==> src/rtl/load_store_unit.sv <==
// -----------------------------------------------------------------------------
// load_store_unit
//
// Purpose:
//   Bridges the pipeline's single-word lw/sw requests onto a simple
//   synchronous-write, combinational-read data memory of 1 KB. Each request
//   is checked for alignment and range, optionally waits WAIT_CYCLES setup
//   cycles, performs one transfer cycle and then holds a response until the
//   pipeline takes it.
//
// Parameters:
//   WAIT_CYCLES        memory setup cycles before the transfer cycle (0..15)
//
// Ports:
//   clk                single clock, rising edge
//   rst_lsu_n          asynchronous active-low reset
//   req_valid/ready    request handshake (ready only while idle)
//   req_write          1 = store, 0 = load
//   req_addr           byte address
//   req_wdata          store data
//   resp_valid/ready   response handshake
//   resp_rdata         load data (zero for stores and errors)
//   resp_err           00 ok, 01 misaligned, 10 out of range
//   dm_addr            data memory address (latched request address)
//   dm_write_data      data memory write data (latched store data)
//   ctrl_dataMem_Write data memory write strobe, one cycle per legal store
//   ctrl_dataMem2reg   data memory read select, high while a load is in flight
//   dm_read_data       combinational read data from data memory
//   busy               high whenever the unit is not idle
// -----------------------------------------------------------------------------
module load_store_unit #(
  parameter int WAIT_CYCLES = 1
) (
  input  logic        clk,
  input  logic        rst_lsu_n,
  input  logic        req_valid,
  output logic        req_ready,
  input  logic        req_write,
  input  logic [31:0] req_addr,
  input  logic [31:0] req_wdata,
  output logic        resp_valid,
  input  logic        resp_ready,
  output logic [31:0] resp_rdata,
  output logic [1:0]  resp_err,
  output logic [31:0] dm_addr,
  output logic [31:0] dm_write_data,
  output logic        ctrl_dataMem_Write,
  output logic        ctrl_dataMem2reg,
  input  logic [31:0] dm_read_data,
  output logic        busy
);

  typedef enum logic [1:0] {
    IDLE = 2'd0,
    WAIT = 2'd1,
    XFER = 2'd2,
    RESP = 2'd3
  } state_t;

  localparam logic [3:0] WaitInit = 4'(WAIT_CYCLES);

  localparam logic [1:0] ErrOk         = 2'b00;
  localparam logic [1:0] ErrMisaligned = 2'b01;
  localparam logic [1:0] ErrRange      = 2'b10;

  state_t      state_q;
  logic [3:0]  cnt_q;
  logic [31:0] addr_q;
  logic [31:0] wdata_q;
  logic        write_q;
  logic [31:0] rdata_q;
  logic [1:0]  err_q;

  logic accept;
  logic misaligned;
  logic outOfRange;

  assign accept     = req_valid && (state_q == IDLE);
  assign misaligned = (req_addr[1:0] != 2'b00);
  assign outOfRange = (req_addr[31:10] != 22'd0);

  // Request sequencing. Everything latched at accept stays frozen until the
  // next accept, so the memory sees a steady address/data for the whole
  // transaction and the response is stable while it waits for resp_ready.
  // resp_rdata is cleared at accept so stores and error responses return 0.
  always_ff @(posedge clk or negedge rst_lsu_n) begin
    if (!rst_lsu_n) begin
      state_q <= IDLE;
      cnt_q   <= 4'd0;
      addr_q  <= 32'd0;
      wdata_q <= 32'd0;
      write_q <= 1'b0;
      rdata_q <= 32'd0;
      err_q   <= ErrOk;
    end else begin
      case (state_q)
        IDLE: begin
          if (accept) begin
            addr_q  <= req_addr;
            wdata_q <= req_wdata;
            write_q <= req_write;
            rdata_q <= 32'd0;
            if (misaligned) begin
              err_q   <= ErrMisaligned;
              state_q <= RESP;
            end else if (outOfRange) begin
              err_q   <= ErrRange;
              state_q <= RESP;
            end else begin
              err_q <= ErrOk;
              cnt_q <= WaitInit;
              if (WAIT_CYCLES == 0) begin
                state_q <= XFER;
              end else begin
                state_q <= WAIT;
              end
            end
          end
        end
        WAIT: begin
          cnt_q <= cnt_q - 4'd1;
          if (cnt_q == 4'd1) begin
            state_q <= XFER;
          end
        end
        XFER: begin
          // Read data is sampled on the edge that closes the transfer cycle.
          rdata_q <= write_q ? 32'd0 : dm_read_data;
          state_q <= RESP;
        end
        RESP: begin
          if (resp_ready) begin
            state_q <= IDLE;
          end
        end
        default: state_q <= IDLE;
      endcase
    end
  end

  // Outputs decode directly from registered state so that an asynchronous
  // reset drops the write strobe immediately, before any clock edge.
  assign req_ready          = (state_q == IDLE);
  assign busy               = (state_q != IDLE);
  assign resp_valid         = (state_q == RESP);
  assign resp_rdata         = rdata_q;
  assign resp_err           = err_q;
  assign dm_addr            = addr_q;
  assign dm_write_data      = wdata_q;
  assign ctrl_dataMem_Write = (state_q == XFER) && write_q;
  assign ctrl_dataMem2reg   = ((state_q == WAIT) || (state_q == XFER)) && !write_q;

endmodule
==> config.mk <==
export PLATFORM = sky130hd
export DESIGN_NAME = load_store_unit
export DESIGN_NICKNAME = d
export VERILOG_FILES = /design/src/rtl/load_store_unit.sv
export SDC_FILE = /design/constraint.sdc
export NUM_CORES = 1
export LEC_CHECK = 0
export CORE_ASPECT_RATIO = 2
export CORE_MARGIN = 2
export CORE_UTILIZATION = 40
export DETAILED_ROUTE_END_ITERATION = 6
export PLACE_DENSITY_LB_ADDON = 0.08
export SYNTH_ARGS = -nofsm -noshare
export SYNTH_HDL_FRONTEND = slang
export SYNTH_SLANG_ARGS = --single-unit
==> constraint.sdc <==
create_clock -name clk -period 2.2 [get_ports clk]
set_clock_uncertainty 0.05 [all_clocks]
set_input_delay 0.66 -clock clk [delete_from_list [all_inputs] [get_ports clk]]
set_output_delay 0.66 -clock clk [all_outputs]
set_load 0.02 [all_outputs]
==> impl_metrics.toml, run 1 <==
[placed_design]
placed_area_um2 = 6550
hpwl_mm = 8.685
io_buffers = 203
dp_cells = 688
dp_worst_setup_slack_ns = -0.5272
gp_congestion = 0.7819

[global_routing]
first_global_vias = 3516
grt_pass1_wl_mm = 17.97
grt_max_degree = 53
grt_remaining_overflow = 0
track_usage_pct = 20.03
antenna_found_initial = 0

[clocking]
cts_setup_buffers = 0
cts_sinks = 105
clk_pin_slew_ns = 0.07
cts_buffer_depth = 2
cts_buffers = 9
htree_levels = 3
cts_hold_buf = 0
cts_root_buffer = "clkbuf_16"
cts_tree = "built"
clk_latency_ns = 0.33

[critical_path]
reg2regPathDepth = 7
end_kind = "flip-flop"
cp_max_fo = 6
crit_start = "req_addr[20]"
r2r_setup_slack_ns = 0.34
arrival_ns = 2.36
path_class = "in2reg"
r2r_end = "cnt_q[2]"
required_ns = 2.39
reg2reg_from = "state_q[0]"
crit_path_start_kind = "input port"

[power]
finalPower_mw = 10.54
ir_drop_uv = 911.4
p_leak_nw = 2.857
power_density_nw_per_um2 = 1539

[logic_synthesis]
syn_inst = 347
ys_seq_elements = 105
yosysTopAreaCellShare_pct = 62.39
yosys.area.top_type = "dfrtp_1"
seq_area_frac_synth_pct = 62.39
yosysWarnings = 0
synth_fp_nets = 455
syn-cell-area_um2 = 4212
yosys-top-cells-area = "dfrtp_1 62%, mux2_2 17%, nand2_1 6.6%, o21ai_0 4.3%, ha_1 2.1%"
yosysUniqueCellTypes = 27
post_synth.cell_area_avg_um2 = 12.14

[finish]
final_cells = 703
utilization_pct = 65.79
design_area_um2 = 6849
fill_cells = 829
drive_above_1_share_pct = 20.14
areaGrowthSynthToFinish_pct = 62.63
final_nets = 670
diodes = 0

[floorplanning]
dieWidth_um = 76.56
start_util_pct = 40.45
dieHeight_um = 149.1
core_um2 = 10410
rows = 53
die_area_um2 = 11420
pin_count = 204

[routing]
wirelength_mm = 11.28
drc = 0
postRouteAntennaNets = 0
first_pass_iters = 5
num_vias = 3378
initialDrtViolationCount = 128
wl_per_cell_um = 16.05
wl_met2_mm = 6.403
dr_wl_met3_um = 737
vias_per_cell = 4.805
highest_layer = "met4"
wl_met1_mm = 3.888

[sta]
min_period_ns = 2.170
slew_headroom_pct = 76.06
setup_viol = 0
setup_ws_ns = 0.03012
fin_crit_sh_pct = 98.63
grt_setup_unrepaired = "yes"
worst_pin_slew_ns = 0.3590
timing_hold_violations_final = 0
maxSlewViolCount = 0
fmax_mhz = 460.9

[worst_hold_path]
hp-class = "in2async"

[flow_run]
maxCapViolCount = 0

[status]
status = "finished clean"
## power breakdown
group	switching, mW	total [mW]	internal [mW]
Clock	0.675	1.47	0.792
Combinational	2.80	5.63	2.84
Sequential	0.525	3.44	2.91
## area by class of cell
| type | count | area [um2] | share of cell area (%) |
|---|---|---|---|
| Tap cell | 137 | 171.4 | 2.503 |
| Multi-Input combinational cell | 217 | 1540 | 22.49 |
| Sequential cell | 105 | 2628 | 38.36 |
| Inverter | 6 | 22.52 | 0.3288 |
| Timing Repair Buffer | 223 | 2215 | 32.33 |
| Clock buffer | 11 | 242.7 | 3.544 |
| Clock inverter | 4 | 30.03 | 0.4384 |
## logic make-up after synthesis
group / count (synthesis) / synth area share [%]
buffers and inverters: 25 / 2.377
multiplexers: 65 / 17.38
adder cells (fa/ha/maj): 7 / 2.080
flip-flops: 105 / 62.39
AND/OR/NAND/NOR: 97 / 9.685
AO/OA/AOI/OAI: 48 / 6.090
## synthesized netlist by cell type
library cell / count
or3_1: 1
and2_4: 1
nor4_1: 5
a21oi_1: 3
o21a_1: 1
nand3_1: 1
nor2b_1: 2
nand2_1: 74
ha_1: 7
buf_4: 1
o31ai_2: 1
clkbuf_1: 16
nor3_1: 1
nand2b_1: 1
and2_1: 2
nand3b_1: 1
a31oi_1: 3
nand4_1: 1
o21ai_0: 36
nor2_1: 6
o22ai_1: 2
dfrtp_1: 105
buf_2: 2
inv_1: 6
o21ai_1: 2
mux2_2: 65
and3_1: 1
## registers in the layout (all words and copies together), names as in the netlist
| register | count |
|---|---|
| cnt_q | 4 |
| dm_addr | 32 |
| dm_write_data | 32 |
| resp_err | 2 |
| resp_rdata | 32 |
| state_q | 2 |
| write_q | 1 |
## placed cells by master, fill, tap and decap left out, drive strengths merged, types with 4 or more instances in the layout
cell type,netlist,final
clkdlybuf4s50,0,193
dfrtp,105,105
nand2,74,74
mux2,65,65
o21ai,38,38
buf,3,23
clkbuf,16,11
ha,7,7
nor2,6,6
dlygate4sd2,0,6
inv,6,6
nor4,5,5
clkinvlp,0,4
## worst max path at each step
stage                     slack (ns)  endpoint
after floorplan                 0.06  cnt_q[2]
after global placement         -0.48  cnt_q[2]
after detailed placement       -0.53  cnt_q[2]
after CTS                       0.01  cnt_q[2]
after global routing           -0.02  cnt_q[2]
final                           0.03  cnt_q[2]
## through the flow
stage	hold slack [ns]	TNS, ns
2_1_floorplan	0.3144	0
3_3_place_gp	0.4106	-3.532
3_5_place_dp	0.4178	-3.958
4_1_cts	0.1744	0
5_1_grt	0.1854	-0.02165
6_report	0.1745	0
## layer usage
layer  up-vias  track usage [%]
li1       1600                -
met1      1615            21.14
met2       144            37.61
met3        19            5.569
met4         0            7.091
met5         -                0
## repair_timing
| item | in CTS | in global routing |
|---|---|---|
| setup endpoints to repair | 9 | 4 |
| pin swaps | 2 | 2 |
| resized for setup | 19 | 4 |
## worst max-delay path: stages
cell and delay (ns):
clkdlybuf4s50_1 0.45, nor4_1 0.30, nand4_1 0.17, or3_4 0.44, and2_4 0.19, o31ai_2 0.16
(Power assumes the default switching activity.)
==> run 2: changes to the inputs <==
CTS_CLUSTER_DIAMETER = 60   (was default)
SETUP_SLACK_MARGIN = 0.3   (was default)
==> run 2 against run 1 <==
Effect of this change: die area did not move; final cell count rose by 2.1%; critical path depth down 2; non-clock buffer count is 14 higher; routed wire length rose by 0.26%; sequential share of layout area shrank 0.43 points; hold slack gained 0.053 ns; global-route usage grew 0.68 points; fmax up 6.8%; clock power is 3% higher; register-to-register slack lost 0.10 ns; combinational power down 6.7%; largest power group unchanged.
==> impl_metrics.toml, run 2 (synthesized netlist as in run 1, its figures left out) <==
[finish]
diodes = 0
fill_cells = 900
final_cells = 718
drive_above_1_share_pct = 25.82
areaGrowthSynthToFinish_pct = 64.47
final_common_cell = "dlygate4sd2_1"
final_nets = 684
final_cell_mix = "106 x dlygate4sd2_1, 105 x dfrtp_1, 75 x clkdlybuf4s50_1"

[global_routing]
grt_max_degree = 41
track_usage_pct = 20.70
antenna_found_initial = 0
grt_pass1_wl_mm = 18.58
grt_remaining_overflow = 0
first_global_vias = 3715

[sta]
grt_setup_unrepaired = "yes"
setup_viol = 0
slew_headroom_pct = 67.07
min_period_ns = 2.032
fmax_mhz = 492.2
maxSlewViolCount = 0
fin_crit_sh_pct = 92.35
worst_pin_slew_ns = 0.4939
timing_hold_violations_final = 0
setup_ws_ns = 0.1683

[critical_path]
crit_start = "state_q[1]"
r2r_end = "cnt_q[2]"
crit_path_start_kind = "flip-flop"
cp_max_fo = 3
end_kind = "primary output"
reg2regPathDepth = 8
reg2reg_from = "state_q[1]"
path_class = "reg2out"
cpMostUsedCell = "buf_4"
cp_slowest_stage_delay_ns = 0.42
r2r_setup_slack_ns = 0.24
arrival_ns = 1.32
crit_chain = "buf_4 > buf_4 > ha_4 > buf_6"
slowest_stage = "dfrtp_1"
required_ns = 1.49

[floorplanning]
dieWidth_um = 76.56
core_um2 = 10410
dieHeight_um = 149.1
die_area_um2 = 11420
rows = 53
pin_count = 204
start_util_pct = 40.45

[clocking]
clk_pin_slew_ns = 0.07
cts_buffers = 9
clk_latency_ns = 0.34
cts_hold_buf = 0
cts_tree = "built"
cts_root_buffer = "clkbuf_16"
cts_buffer_depth = 2
htree_levels = 3
cts_sinks = 105

[routing]
drc = 0
wirelength_mm = 11.31
initialDrtViolationCount = 69
postRouteAntennaNets = 0
first_pass_iters = 4
wl_per_cell_um = 15.75
num_vias = 3434
vias_per_cell = 4.783

[placed_design]
io_buffers = 203
gp_congestion = 0.7558
dp_cells = 690
hpwl_mm = 8.632
dp_worst_setup_slack_ns = -0.3783

[worst_hold_path]
hp-class = "in2async"

[status]
status = "finished clean"

[flow_run]
maxCapViolCount = 0

[power]
ir_drop_uv = 842.3
power_density_nw_per_um2 = 1467
p_leak_nw = 3.227
[run 2: cell types whose count changed in the layout (fill, tap and decap cells not counted), moves of 6 or more]
cell             delta
clkdlybuf4s50_1   -118
dlygate4sd2_1     +100
buf_4              +11
clkdlybuf4s15_1     +7
buf_2               +6
buf_6               +6
[run 2: where the power goes]
| group | total, mW | switching, mW | internal, mW |
|---|---|---|---|
| logic | 5.25 | 2.87 | 2.38 |
| registers | 3.40 | 0.492 | 2.91 |
| clock network | 1.51 | 0.709 | 0.806 |
| total | 10.2 | 4.07 | 6.10 |
[run 2: how the worst max path moves through the flow]
stage | end | slack [ns] | cells past startpoint
CTS | ctrl_dataMem2reg | 0.13 | 4
finish | resp_valid | 0.17 | 4
global route | ctrl_dataMem2reg | 0.11 | 4
global placement | cnt_q[2] | -0.32 | 6
detailed placement | cnt_q[2] | -0.38 | 6
floorplan | cnt_q[2] | 0.27 | 9
[run 2: worst max-delay path, delay by kind of cell, from the launching register on]
kind | cells | cell delay [ns]
buf+inv | 3 | 0.42
flops | 1 | 0.42
fa+ha+maj | 1 | 0.15
[run 2: layout make-up]
class | instances | area [um2] | area share [%]
clock buffer | 11 | 242.7 | 3.504
timing repair buffer | 237 | 2200 | 31.76
tap | 137 | 171.4 | 2.475
sequential | 105 | 2628 | 37.93
clock inverter | 5 | 37.54 | 0.5419
multi-input combinational | 217 | 1625 | 23.46
inverter | 6 | 22.52 | 0.3251
[run 2: routing by layer]
metal	share of wire, %	track usage, %
met1	34	21.88
met2	56	38.05
met3	5.6	5.145
met5	0	0
met4	3.7	9.909
[run 2: stage by stage]
step	util [%]	hold slack [ns]	instance area, um2	power (mW)	setup TNS, ns
2_1_floorplan	-	0.3144	4258	6.297	0
3_3_place_gp	63.63	0.4107	6625	9.062	-1.206
3_5_place_dp	63.63	0.4191	6625	9.214	-1.361
4_1_cts	65.65	0.2390	6835	10.17	0
5_1_grt	66.53	0.2502	6927	10.83	0
6_report	66.53	0.2272	6927	10.16	0
[run 2: repair_timing]
action | CTS | global route
setup buffers | 6 | 6
resized for setup | 190 | 11
setup endpoints to repair | 108 | 9
pin swaps | 13 | 8
